==> src/rtl/sd_clk_pkg.sv <==
// ============================================================================
// Module  : sd_clk_pkg
// Brief   : Shared types and constants for the SD clock monitor.
// Revision: 1.0 - initial release
// ============================================================================
`default_nettype none

package sd_clk_pkg;

  localparam int CNT_W   = 10;
  localparam int DIV_MAX = 255;

  typedef enum logic [2:0] {
    ST_IDLE    = 3'd0,
    ST_ACQUIRE = 3'd1,
    ST_TRACK   = 3'd2,
    ST_LOCKED  = 3'd3,
    ST_LOST    = 3'd4
  } sd_mon_state_e;

endpackage

`default_nettype wire

==> src/rtl/sd_sync_edge.sv <==
// ============================================================================
// Module  : sd_sync_edge
// Brief   : Two-flop synchronizer with both-edge toggle detection.
// Revision: 1.0 - initial release
// ============================================================================
`default_nettype none

module sd_sync_edge (
  input  logic AXI_CLOCK,
  input  logic AXI_RST,
  input  logic i_async,
  output logic o_toggle
);

  logic r_sync1;
  logic r_sync2;
  logic r_prev;

  always_ff @(posedge AXI_CLOCK or negedge AXI_RST) begin
    if (!AXI_RST) begin
      r_sync1 <= 1'b0;
      r_sync2 <= 1'b0;
      r_prev  <= 1'b0;
    end else begin
      r_sync1 <= i_async;
      r_sync2 <= r_sync1;
      r_prev  <= r_sync2;
    end
  end

  assign o_toggle = r_sync2 ^ r_prev;

endmodule

`default_nettype wire

==> src/rtl/sd_clock_monitor.sv <==
// ============================================================================
// Module  : sd_clock_monitor
// Brief   : Recovers the SD clock divisor and qualifies lock / loss / mismatch.
// Revision: 1.0 - initial release
// ============================================================================
`default_nettype none

module sd_clock_monitor
  import sd_clk_pkg::*;
#(
  parameter int LOCK_COUNT     = 4,
  parameter int TIMEOUT_CYCLES = 300
) (
  input  logic       AXI_CLOCK,
  input  logic       AXI_RST,
  input  logic       sd_clk_in,
  input  logic [7:0] exp_divisor,
  output logic [7:0] meas_divisor,
  output logic       meas_valid,
  output logic       locked,
  output logic       clk_lost,
  output logic       div_mismatch
);

  localparam logic [CNT_W-1:0] c_timeout    = CNT_W'(TIMEOUT_CYCLES);
  localparam logic [CNT_W-1:0] c_timeout_m1 = CNT_W'(TIMEOUT_CYCLES - 1);
  localparam logic [CNT_W-1:0] c_div_max    = CNT_W'(DIV_MAX);
  localparam logic [3:0]       c_lock_count = 4'(LOCK_COUNT);

  logic             w_toggle;
  logic [CNT_W-1:0] r_cnt;
  sd_mon_state_e    r_state;
  sd_mon_state_e    w_next_state;
  logic [3:0]       r_match_cnt;
  logic [3:0]       w_next_match;
  logic [7:0]       r_meas;
  logic [7:0]       w_next_meas;
  logic             w_meas_upd;
  logic             w_in_range;
  logic             w_timeout;
  logic [7:0]       w_sample;

  sd_sync_edge u_sync (
    .AXI_CLOCK (AXI_CLOCK),
    .AXI_RST   (AXI_RST),
    .i_async   (sd_clk_in),
    .o_toggle  (w_toggle)
  );

  // Interval counter: value at a toggle is the half-period minus one.
  always_ff @(posedge AXI_CLOCK or negedge AXI_RST) begin
    if (!AXI_RST) begin
      r_cnt <= '0;
    end else if (w_toggle) begin
      r_cnt <= '0;
    end else if (r_cnt != c_timeout) begin
      r_cnt <= r_cnt + 1'b1;
    end
  end

  assign w_in_range = (r_cnt <= c_div_max);
  assign w_sample   = r_cnt[7:0];
  assign w_timeout  = !w_toggle && (r_cnt == c_timeout_m1);

  always_comb begin
    w_next_state = r_state;
    w_next_match = r_match_cnt;
    w_next_meas  = r_meas;
    w_meas_upd   = 1'b0;
    if (w_toggle) begin
      case (r_state)
        ST_IDLE, ST_LOST: begin
          w_next_state = ST_ACQUIRE;
          w_next_match = 4'd0;
        end
        ST_ACQUIRE: begin
          if (w_in_range) begin
            w_next_meas  = w_sample;
            w_meas_upd   = 1'b1;
            w_next_match = 4'd1;
            w_next_state = ST_TRACK;
          end
        end
        ST_TRACK, ST_LOCKED: begin
          if (!w_in_range) begin
            w_next_state = ST_ACQUIRE;
            w_next_match = 4'd0;
          end else begin
            w_next_meas = w_sample;
            w_meas_upd  = 1'b1;
            if (w_sample != r_meas) begin
              w_next_match = 4'd1;
              w_next_state = ST_TRACK;
            end else if (r_state == ST_TRACK) begin
              w_next_match = r_match_cnt + 4'd1;
              if (w_next_match >= c_lock_count) begin
                w_next_state = ST_LOCKED;
              end
            end
          end
        end
        default: begin
          w_next_state = ST_IDLE;
          w_next_match = 4'd0;
        end
      endcase
    end else if (w_timeout && (r_state != ST_LOST)) begin
      w_next_state = ST_LOST;
      w_next_match = 4'd0;
    end
  end

  always_ff @(posedge AXI_CLOCK or negedge AXI_RST) begin
    if (!AXI_RST) begin
      r_state      <= ST_IDLE;
      r_match_cnt  <= 4'd0;
      r_meas       <= 8'd0;
      meas_valid   <= 1'b0;
      locked       <= 1'b0;
      clk_lost     <= 1'b0;
      div_mismatch <= 1'b0;
    end else begin
      r_state      <= w_next_state;
      r_match_cnt  <= w_next_match;
      r_meas       <= w_next_meas;
      meas_valid   <= w_meas_upd;
      locked       <= (w_next_state == ST_LOCKED);
      clk_lost     <= (w_next_state == ST_LOST);
      div_mismatch <= locked && (r_meas != exp_divisor);
    end
  end

  assign meas_divisor = r_meas;

endmodule

`default_nettype wire

==> config.mk <==
export PLATFORM = sky130hd
export DESIGN_NAME = sd_clock_monitor
export DESIGN_NICKNAME = d
export VERILOG_FILES = /design/src/rtl/sd_clk_pkg.sv /design/src/rtl/sd_sync_edge.sv /design/src/rtl/sd_clock_monitor.sv
export SDC_FILE = /design/constraint.sdc
export NUM_CORES = 1
export LEC_CHECK = 0
export CAP_MARGIN = 25
export CORE_MARGIN = 2
export CORE_UTILIZATION = 58
export DETAILED_ROUTE_END_ITERATION = 12
export PLACE_DENSITY = 0.95
export SYNTH_ARGS = -nofsm -noshare
export SYNTH_HDL_FRONTEND = slang
export SYNTH_SLANG_ARGS = --single-unit
export TNS_END_PERCENT = 30
==> constraint.sdc <==
create_clock -name AXI_CLOCK -period 3.99 [get_ports AXI_CLOCK]
set_input_delay 0.798 -clock AXI_CLOCK [delete_from_list [all_inputs] [get_ports AXI_CLOCK]]
set_output_delay 0.798 -clock AXI_CLOCK [all_outputs]
set_load 0.005 [all_outputs]
Word level (Yosys, flattened, before mapping):

Index checks and enable logic that the tools add are counted.

* flip-flop bits (word level): 32
* output and inout port bits: 12
* logic and storage cells: 61

* $add $sub $neg: 2
* magnitude comparators: 2
* eq/ne operators: 13
* muxes and demuxes: 20
* bitwise gates (word level): 1
* reduce and logical (&&, ||, !) cells: 12

Operators with widths (number)
* 4-bit 2-to-1 mux: 6
* 3-bit 2-to-1 mux: 7
* 10-bit 2-to-1 mux: 2
* 8-bit != test: 2
* 10-bit by 1-bit adder with 10-bit output, second input constant: 1
* 10-bit by 9-bit == test with 1-bit output, second input constant: 1
* 10-bit by 8-bit less-or-equal comparator with 1-bit output, second input constant: 1
* 10-bit by 9-bit != test with 1-bit output, second input constant: 1
* 3-bit by 2-bit == test with 1-bit output, second input constant: 3
* 3-bit one-hot mux with 3 select lines: 1
* 4-bit one-hot mux with 2 select lines: 1
* 3-bit == test, second input constant: 2
* 3-bit != test, second input constant: 2
* 3-bit AND reduction: 2
* 5-bit != test, second input constant: 1
* 4-bit by 1-bit adder with 4-bit output, second input constant: 1
* 4-bit by 3-bit greater-or-equal comparator with 1-bit output, second input constant: 1
* 2-bit nonzero test: 2
* 2-bit OR reduction: 2
* 3-bit by 1-bit == test with 1-bit output, second input constant: 1
* 1-bit logical AND: 3
* 3-bit zero test: 1
* 1-bit 2-to-1 mux: 3
* 3-bit OR reduction: 1
* other kinds (2): 2

Depth between registers and ports, before layout:

Gate-level depths: netlist (run 1).

* depth after elaboration: 9
* mapped depth: 7
* mapped depth without buffers: 6

Hierarchy:

A second synthesis (run 1) with hierarchy kept.

* cell total of the unflattened synthesis: 161
* area total of the unflattened synthesis: 1706.6 sq um

Modules (own cells, without submodules)
* sd_clock_monitor: instances 1, cells each 157, area an instance 1622.8 sq um, seq. area each 725.7 sq um
* sd_sync_edge: instances 1, cells each 4, area an instance 83.8 sq um, seq. area each 75.1 sq um

Worst setup path after synthesis (run 1):

No wires, ideal clock.

* kind: register to register
* start point: register r_cnt[1]
* end point: register r_match_cnt[1]
* library setup time: 0.121 ns
* arrival: 1.737 ns
* data required time: 3.869 ns
* path slack: 2.131 ns
* stages on the path, launching flop included: 7
* period minus slack after synthesis: 1.859 ns
* path through: dfrtp_1 ha_1 and3b_1 a41oi_2 or3_4 a21o_1 a32o_2

* longest elaborated chain between the ends: 5
* elaborated cells on any way between the ends: 13
* those cells by class: order compare (1); eq/ne (4); mux (4); reduce/logical (4)

Ends and longest elaborated chain
* from (decl): RTL line sd_clock_monitor.sv:31 `logic [CNT_W-1:0] r_cnt;`
* from (signal assigned): RTL line sd_clock_monitor.sv:57 `r_cnt <= r_cnt + 1'b1;`
* parallel branches: the longest is 5 deep, another holds 10-bit by 8-bit less-or-equal comparator with 1-bit output
* to (signal assigned): RTL line sd_clock_monitor.sv:124 `r_match_cnt <= w_next_match;`
* to (decl): RTL line sd_clock_monitor.sv:34 `logic [3:0] r_match_cnt;`

Parallel ways; which one is timed is not known.
A chain may end at the register's enable or synchronous reset.

Final worst setup path (run 1):

* start point: register u_sync.r_prev
* end point: register r_match_cnt[1]

* longest elaborated chain between the ends: 6
* elaborated cells on any way between the ends: 9
* those cells by class: eq/ne (2); mux (1); bitwise (1); reduce/logical (5)

Ends and longest elaborated chain
* from (decl): RTL line sd_sync_edge.sv:17 `logic r_prev;`
* from (signal assigned): RTL line sd_sync_edge.sv:27 `r_prev <= r_sync2;`
* 1-bit XOR (*): RTL line sd_sync_edge.sv:31 `assign o_toggle = r_sync2 ^ r_prev;`
* 1-bit zero test: RTL line sd_clock_monitor.sv:63 `assign w_timeout = !w_toggle && (r_cnt == c_timeout_m1);`
* 1-bit logical AND: RTL line sd_clock_monitor.sv:63
* 1-bit logical AND: RTL line sd_clock_monitor.sv:107 `end else if (w_timeout && (r_state != ST_LOST)) begin`
* 2-bit nonzero test (no line)
* 3-bit AND reduction (no line)

Every way passes the cells marked *; elsewhere a longest branch is shown, timed or not.

==> results of run 1 <==
cell usage in the layout, fill, tap and decap left out, types with 2 or more instances in the layout:
cell type,n
dfrtp_1,32
clkdlybuf4s50_1,22
xor2_1,11
xnor2_1,10
nor2_1,10
nand2_1,10
a21oi_1,10
o21ai_0,9
mux2_2,8
inv_1,6
nor3_1,5
nand4_1,5
nand3_1,5
or3_1,5
clkbuf_4,5
nor4_1,4
ha_1,3
nor2b_1,2
a31o_2,2
a211oi_1,2
buf_4,2
per-layer routing:
metal / part of all wire / vias up / global-route usage
met1: 0.41 / 692 / 0.309
met4: 0.013 / 0 / 0.0831
met2: 0.50 / 58 / 0.416
met3: 0.072 / 8 / 0.0681
met5: 0 / - / 0
li1: - / 642 / -
synth_stat cells, types with 3 or more instances:
cell	n	area (µm²)
ha_1	3	37.5
a21oi_1	10	50.1
xnor2_1	10	87.6
xor2_1	11	96.3
o21ai_0	9	45.0
mux2_2	8	90.1
buf_2	4	20.0
clkbuf_1	4	15.0
nor3_1	5	25.0
nor2_1	10	37.5
nor4_1	4	25.0
nand2_1	10	37.5
dfrtp_1	32	801
nand3_1	5	25.0
or3_1	5	31.3
inv_1	6	22.5
nand4_1	5	31.3
critical path, cell delays in order, from the launching register on:
cell     delay, ps
dfrtp_1        420
xor2_2         620
a41oi_2        170
or3_4          450
a21o_1         170
a32o_2         210
power by group through the flow:
stage	logic, µW	clock network, µW	registers (µW)
floorplan	200	0	411
global placement	273	0	431
detailed placement	285	0	437
CTS	286	169	430
global route	321	183	438
finish	286	165	432
sequential cells by signal, summed over array words and instances, names as in the netlist:
name / flops
div_mismatch: 1
u_sync.r_prev: 1
locked: 1
r_match_cnt: 4
u_sync.r_sync2: 1
meas_divisor: 8
meas_valid: 1
r_state: 3
r_cnt: 10
u_sync.r_sync1: 1
clk_lost: 1
how the worst min path moves through the flow:
stage,from,endpoint,slack [ps],cells after the start
finish,u_sync.r_sync1$_DFF_PN0_,u_sync.r_sync2$_DFF_PN0_,370,0
global route,u_sync.r_sync1$_DFF_PN0_,u_sync.r_sync2$_DFF_PN0_,380,0
CTS,u_sync.r_sync1$_DFF_PN0_,u_sync.r_sync2$_DFF_PN0_,370,0
detailed placement,u_sync.r_sync1$_DFF_PN0_,u_sync.r_sync2$_DFF_PN0_,350,0
global placement,u_sync.r_sync1$_DFF_PN0_,u_sync.r_sync2$_DFF_PN0_,340,0
floorplan,u_sync.r_sync1$_DFF_PN0_,u_sync.r_sync2$_DFF_PN0_,330,0
stage by stage:
| stage | area, µm² | worst slack (ps) |
|---|---|---|
| global placement | 1960 | 1960 |
| CTS | 2010 | 1860 |
| global route | 2010 | 1590 |
| floorplan | 1720 | 2130 |
| finish | 2010 | 1850 |
| detailed placement | 1960 | 1850 |
area by class of cell:
| class | instances | area, µm² | share of cell area |
|---|---|---|---|
| tap | 31 | 38.8 | 0.0193 |
| clock buffer | 6 | 41.3 | 0.0206 |
| inverter | 6 | 22.5 | 0.0112 |
| timing repair buffer | 24 | 235 | 0.117 |
| sequential | 32 | 801 | 0.399 |
| multi-input combinational | 121 | 865 | 0.431 |
| clock inverter | 1 | 5.00 | 0.00249 |
cells by family after synthesis:
kind of cell / count (synthesis) / synth area share
and+or+nand+nor: 52 / 0.169
AOI/OAI and AO/OA: 35 / 0.137
DFF: 32 / 0.465
xor gates and xnor gates: 22 / 0.116
buffers and inverters: 14 / 0.0334
muxes: 9 / 0.0581
adders and majority gates: 3 / 0.0218
==> flow_summary.json, run 1 <==
{
  "synth_flop_cell": "dfrtp_1",
  "final_core_util": 0.722,
  "worstSetupStartpoint": "u_sync.r_prev$_DFF_PN0_",
  "cts_resized": 0,
  "port_buffers": 22,
  "wirelength_mm": 3.60,
  "pin_count": 23,
  "synthArstFlopShare": 1.00,
  "rr_worst_depth": 5,
  "power.switching_uw": 296,
  "yosys_warnings": 0,
  "hold_buffers": 0,
  "finalCritPeriodShare": 0.537,
  "firstDrtPassIters": 4,
  "initial_utilization": 0.619,
  "rows": 19,
  "timing.rr.end": "r_match_cnt[1]$_DFFE_PN0P_",
  "synthCells": 167,
  "grt_usage": 0.248,
  "crit_fanout": 17,
  "cp-endpoint": "r_match_cnt[1]$_DFFE_PN0P_",
  "nets": 204,
  "overflow": 0,
  "synth.cell_area_um2": 1720,
  "cts_tree": "done",
  "p_comb_frac": 0.324,
  "period_needed_ps": 2140,
  "cts_setup_buffers": 0,
  "cts_sinks": 32,
  "final_cells": 221,
  "antennaDiodeCount": 0,
  "cts_max_level": 2,
  "power_frac_clock": 0.187,
  "die_x_um": 58.5,
  "tns_ps": 0,
  "critical_path_required_ps": 4210,
  "swShare": 0.335,
  "drv_cap": 0,
  "grt_max_degree": 33,
  "ir_drop_uv": 423,
  "dp.final_hpwl_mm": 2.70,
  "drive_above_1_share": 0.137,
  "power.total_uw": 882,
  "fillers": 181,
  "yosysSeqAreaShare": 0.465,
  "endpoint_kind": "register",
  "ys_ff_latch": 32,
  "clockBufferDepth": 2,
  "syn2layout_area_growth_pct": 16.6,
  "cts_buffers": 5,
  "p_int_uw": 586,
  "grt_first_pass_wirelength_mm": 6.33,
  "drt-initial-drc-count": 55,
  "via_count": 1400,
  "clock_skew_ps": 10.0,
  "synth_cell_types": 40,
  "slew_viol_final": 0,
  "rsz0062_at_grt": "no",
  "avgSynthCellArea_um2": 10.3,
  "syn_nets": 181,
  "hold_slack_ps": 370,
  "worstPathArrival_ps": 2370,
  "drcViolationCount": 0,
  "crit_type": "reg -> reg",
  "placedCellCount": 214,
  "clkLatencyLatePin_ps": 330,
  "critPathLaunchType": "register",
  "design.core.area_um2": 2780,
  "place.gp.congestion": 0.813,
  "final_antenna_net_count": 0,
  "timing.fmax_ghz": 0.467,
  "hold_viol": 0,
  "outcome": "completed",
  "power.leakage_uw": 0.000872,
  "r2r_slack_ps": 1850,
  "clock-root-buffer": "clkbuf_4",
  "seq_power_share": 0.489,
  "die-area_um2": 3420,
  "hold_class": "reg -> reg",
  "via_per_inst": 6.33,
  "worstMarginPinSlew_ps": 729,
  "antenna_found_initial": 0,
  "max_slew_margin": 0.514,
  "clkTransAtPathRegs_ps": 90,
  "post_drt_wl_per_cell_um": 16.3,
  "powerDensity_nw_per_um2": 439,
  "r2r_start": "u_sync.r_prev$_DFF_PN0_",
  "die_h_um": 58.5,
  "synth_edf_count": 0,
  "grt_pass1_vias": 1415,
  "setup_viol": 0
}
No activity file was read; power rests on OpenSTA's default activity.
==> run 2, diff against run 1 <==
Settings changed: CORE_UTILIZATION 58 to 54, PLACE_DENSITY 0.95 to 0.9.
Clock period 3.99 ns to 2.06 ns, I/O delays scaled along.
==> run 2 against run 1 <==
Compared with the run above:
- sequential power up 94%
- die area up 6.9%
- core utilization down 4.2 points
- cell area up 3.3%
- register-to-register slack worse by 1800 ps
- global-route usage down 0.82 points
- routed wire length up 2.6%
- first-iteration DRC count up 38%
- via count unchanged
- critical endpoint unchanged
- highest routed layer unchanged
==> flow_summary.json, run 2 (same netlist as run 1, synthesis figures left out) <==
{
  "outcome": "completed",
  "rows": 20,
  "pin_count": 23,
  "drive_above_1_share": 0.158,
  "clkTransAtPathRegs_ps": 90,
  "worstPathArrival_ps": 2210,
  "regMostFlops": "r_cnt",
  "cts_buffers": 5,
  "multi_input_area_um2": 865,
  "slew_viol_final": 0,
  "clockBufferDepth": 2,
  "clkLatencyLatePin_ps": 340,
  "critPathLaunchType": "register",
  "cts_sinks": 32,
  "grt_max_degree": 33,
  "tns_ps": 0,
  "r2r_start": "r_cnt[1]$_DFFE_PN0P_",
  "mostFrequentLayoutCells": "32 x dfrtp_1, 22 x clkdlybuf4s50_1, 11 x xor2_1",
  "cts_resized": 0,
  "critical_path_required_ps": 2280,
  "cp_slowest_cell": "dfrtp_1",
  "firstDrtPassIters": 4,
  "placed_cell_area_um2": 2020,
  "grt_first_pass_wirelength_mm": 6.36,
  "hp-start": "u_sync.r_sync1$_DFF_PN0_",
  "drcViolationCount": 0,
  "dp.final_hpwl_mm": 2.73,
  "pre_cts_ws_ps": 116,
  "antenna_found_initial": 0,
  "crit_fanout": 6,
  "via_count": 1400,
  "die_h_um": 60.5,
  "cp_top_family": "simple AND/OR/NAND/NOR gates",
  "via_per_inst": 5.83,
  "wirelength_mm": 3.69,
  "fin_ws_ps": 78.2,
  "crit_type": "reg -> reg",
  "register_area_um2": 801,
  "nets": 209,
  "powerDensity_nw_per_um2": 862,
  "grt_usage": 0.239,
  "rsz0062_at_grt": "no",
  "layout_commonest_cell": "dfrtp_1",
  "place.gp.congestion": 0.876,
  "largest_register_ffs": 10,
  "overflow": 0,
  "hold_class": "reg -> reg",
  "fin_area_um2": 2070,
  "initial_utilization": 0.564,
  "critPathBufInv": 0,
  "antennaDiodeCount": 0,
  "grt_pass1_vias": 1382,
  "worstMarginPinSlew_ps": 412,
  "worstSetupStartpoint": "r_cnt[1]$_DFFE_PN0P_",
  "period_needed_ps": 1980,
  "fillers": 230,
  "clock-root-buffer": "clkbuf_4",
  "port_buffers": 22,
  "final_antenna_net_count": 0,
  "drt-initial-drc-count": 76,
  "cpPeakStageDelay_ps": 460,
  "setup_viol": 0,
  "max_slew_margin": 0.718,
  "path_cells": "ha_1 -> and3b_1 -> a41oi_2 -> or3_4 -> a21o_1 -> a32o_2",
  "cts_max_level": 2,
  "die-area_um2": 3660,
  "cts_tree": "done",
  "power.leakage_uw": 0.000902,
  "post_drt_wl_per_cell_um": 15.4,
  "hold_buffers": 0,
  "timing.fmax_ghz": 0.505,
  "endpoint_kind": "register",
  "ir_drop_uv": 503,
  "clock_skew_ps": 14.0,
  "design.core.area_um2": 3050,
  "syn2layout_area_growth_pct": 20.4,
  "finalCritPeriodShare": 0.962,
  "die_x_um": 60.5,
  "drv_cap": 0,
  "cts_setup_buffers": 0,
  "hold_viol": 0
}
run 2: metal layers:
metal	track usage	up-vias	part of all wire
met5	0	-	0
met4	0.106	0	0.019
met3	0.0832	10	0.050
met2	0.398	47	0.50
met1	0.283	690	0.43
li1	-	653	-
run 2: worst register-to-register path, stage by stage (launching register included):
cell     delay (ps)
dfrtp_1         460
ha_1            240
and3b_1         220
a41oi_2         140
or3_4           420
a21o_1          170
a32o_2          220
run 2: worst paths after layout:
| kind | endpoint | slack, ps | depth (start not counted) |
|---|---|---|---|
| hold reg to reg | u_sync.r_sync2$_DFF_PN0_ | 370 | 0 |
| setup reg to reg | r_match_cnt[1]$_DFFE_PN0P_ | 80 | 6 |
| hold / removal | u_sync.r_sync2$_DFF_PN0_ | 370 | 0 |
| setup / recovery | r_match_cnt[1]$_DFFE_PN0P_ | 80 | 6 |
| min in group asynchronous | r_state[2]$_DFF_PN0_ | 450 | 2 |
| max in group asynchronous | meas_divisor[0]$_DFFE_PN0P_ | 1310 | 2 |
run 2: report_power, final:
group / leakage, µW / switching [µW] / internal (µW) / total [µW]
Clock: 0.0000326 / 206 / 168 / 374
Sequential: 0.000427 / 121 / 714 / 836
Combinational: 0.000442 / 273 / 307 / 579
Total: 0.000902 / 600 / 1190 / 1790
run 2: stage by stage:
step	total power [µW]	std cells	util	hold WS, ps
6_report	1790	240	0.680	365
4_1_cts	1790	240	0.680	367
5_1_grt	1910	240	0.680	378
2_1_floorplan	1180	167	-	116
3_5_place_dp	1420	232	0.660	345
3_3_place_gp	1380	232	0.660	337
run 2: layout make-up:
type,count,share of cell area
tap,44,0.0265
multi-input combinational,121,0.417
sequential,32,0.386
timing repair buffer,29,0.131
clock buffer,8,0.0283
inverter,6,0.0109
==> run 3, diff against run 2 <==
Settings changed: CORE_UTILIZATION 54 to 62, DONT_BUFFER_PORTS set to 1, PLACE_DENSITY 0.9 to 0.89, SKIP_CTS_REPAIR_TIMING set to 1.
==> run 3 against run 2 <==
Compared with the run above:
- non-clock buffer count down 20
- highest routed layer unchanged
- cell area decreased by 9.8%
- clock power is 2% higher
==> flow_summary.json, run 3 (same netlist as run 1, synthesis figures left out) <==
{
  "placed_cell_area_um2": 1780,
  "grt_max_degree": 33,
  "drv_cap": 0,
  "hold_viol": 0,
  "setup_viol": 0,
  "dp.final_hpwl_mm": 2.52,
  "seq_power_share": 0.499,
  "powerDensity_nw_per_um2": 902,
  "fin_ws_ps": 137,
  "clkLatencyLatePin_ps": 340,
  "grt_first_pass_wirelength_mm": 5.91,
  "fillers": 178,
  "die_x_um": 56.7,
  "antennaDiodeCount": 0,
  "wirelength_mm": 3.60,
  "final_antenna_net_count": 0,
  "via_count": 1306,
  "critPathLaunchType": "register",
  "rr_worst_depth": 6,
  "nets": 189,
  "holdPathStages": 0,
  "pin_count": 23,
  "hold_class": "in -> reg",
  "die_h_um": 56.7,
  "largest_register_ffs": 10,
  "power.total_uw": 1690,
  "critical_path_required_ps": 2300,
  "p_int_uw": 1110,
  "swShare": 0.344,
  "power_frac_clock": 0.225,
  "worstMarginPinSlew_ps": 450,
  "power.switching_uw": 580,
  "regMostFlops": "r_cnt",
  "max_slew_margin": 0.692,
  "crit_fanout": 6,
  "rows": 19,
  "port_buffers": 0,
  "syn2layout_area_growth_pct": 8.57,
  "period_needed_ps": 1920,
  "drive_above_1_share": 0.193,
  "rsz0062_at_grt": "no",
  "die-area_um2": 3220,
  "slew_viol_final": 0,
  "clockBufferDepth": 2,
  "drt-initial-drc-count": 43,
  "outcome": "completed",
  "place.gp.congestion": 0.910,
  "p_comb_frac": 0.276,
  "overflow": 0,
  "grt_pass1_vias": 1246,
  "clkTransAtPathRegs_ps": 100,
  "cts_tree": "done",
  "drcViolationCount": 0,
  "crit_type": "reg -> reg",
  "initial_utilization": 0.641,
  "tns_ps": 0,
  "finalCritPeriodShare": 0.933,
  "pre_cts_ws_ps": 94.4,
  "firstDrtPassIters": 4,
  "post_drt_wl_per_cell_um": 17.4,
  "clock-root-buffer": "clkbuf_4",
  "mostFrequentLayoutCells": "30 x dfrtp_1, 11 x xor2_1",
  "cts_buffers": 5,
  "endpoint_kind": "register",
  "design.core.area_um2": 2690,
  "cts_sinks": 32,
  "via_per_inst": 6.31,
  "ir_drop_uv": 753,
  "power.leakage_uw": 0.000832,
  "clock_skew_ps": 12.1,
  "layout_commonest_cell": "dfrtp_1",
  "cts_max_level": 2,
  "grt_usage": 0.246,
  "worstPathArrival_ps": 2160,
  "antenna_found_initial": 0,
  "fin_area_um2": 1870,
  "timing.fmax_ghz": 0.520
}
[run 3: changes by cell type in the layout (fill, tap and decap cells not counted), sizes merged]
cell           before  now
clkdlybuf4s50      22    0
buf                 7    8
dlygate4sd3         0    1
[run 3: final cells by class]
| cell class | instances | area [µm²] | area share |
|---|---|---|---|
| multi-input combinational | 121 | 865 | 0.462 |
| sequential | 32 | 803 | 0.429 |
| timing repair buffer | 9 | 82.6 | 0.0441 |
| clock buffer | 8 | 58.8 | 0.0314 |
| tap | 31 | 38.8 | 0.0207 |
| inverter | 6 | 22.5 | 0.0120 |
[run 3: stage by stage]
| stage | hold WS [ps] | util | std cells |
|---|---|---|---|
| after floorplan | 116 | - | 167 |
| after global placement | 117 | 0.662 | 197 |
| after detailed placement | 117 | 0.662 | 197 |
| after CTS | -251 | 0.684 | 205 |
| after global routing | 70.3 | 0.696 | 207 |
| final | 102 | 0.696 | 207 |
[run 3: power by group through the flow]
stage	Clock, µW	Combinational [µW]	Sequential [µW]
6_report	380	466	842
5_1_grt	417	516	857
4_1_cts	383	442	840
3_5_place_dp	0	438	853
3_3_place_gp	0	426	844
2_1_floorplan	0	387	796
[run 3: per-layer routing]
layer	GRT usage	wire length, µm	vias up
li1	-	-	613
met1	0.328	1590	645
met3	0.0737	203	7
met2	0.375	1740	41
met5	0	0	-
met4	0.0952	68	0
[run 3: worst max-delay path, stage by stage (launching register included)]
cell and delay, ps:
dfrtp_2 430, ha_1 230, and3b_1 210, a41oi_2 140
or3_4 420, a21o_1 180, a32o_2 220
[run 3: final timing paths]
check	slack (ps)	end	startpoint
min in group asynchronous	510	meas_divisor[2]$_DFFE_PN0P_	AXI_RST
max in group asynchronous	1360	r_cnt[1]$_DFFE_PN0P_	AXI_RST
setup reg to reg	140	r_match_cnt[1]$_DFFE_PN0P_	r_cnt[1]$_DFFE_PN0P_
hold / removal	100	u_sync.r_sync1$_DFF_PN0_	sd_clk_in
setup / recovery	140	r_match_cnt[1]$_DFFE_PN0P_	r_cnt[1]$_DFFE_PN0P_
hold reg to reg	360	u_sync.r_sync2$_DFF_PN0_	u_sync.r_sync1$_DFF_PN0_
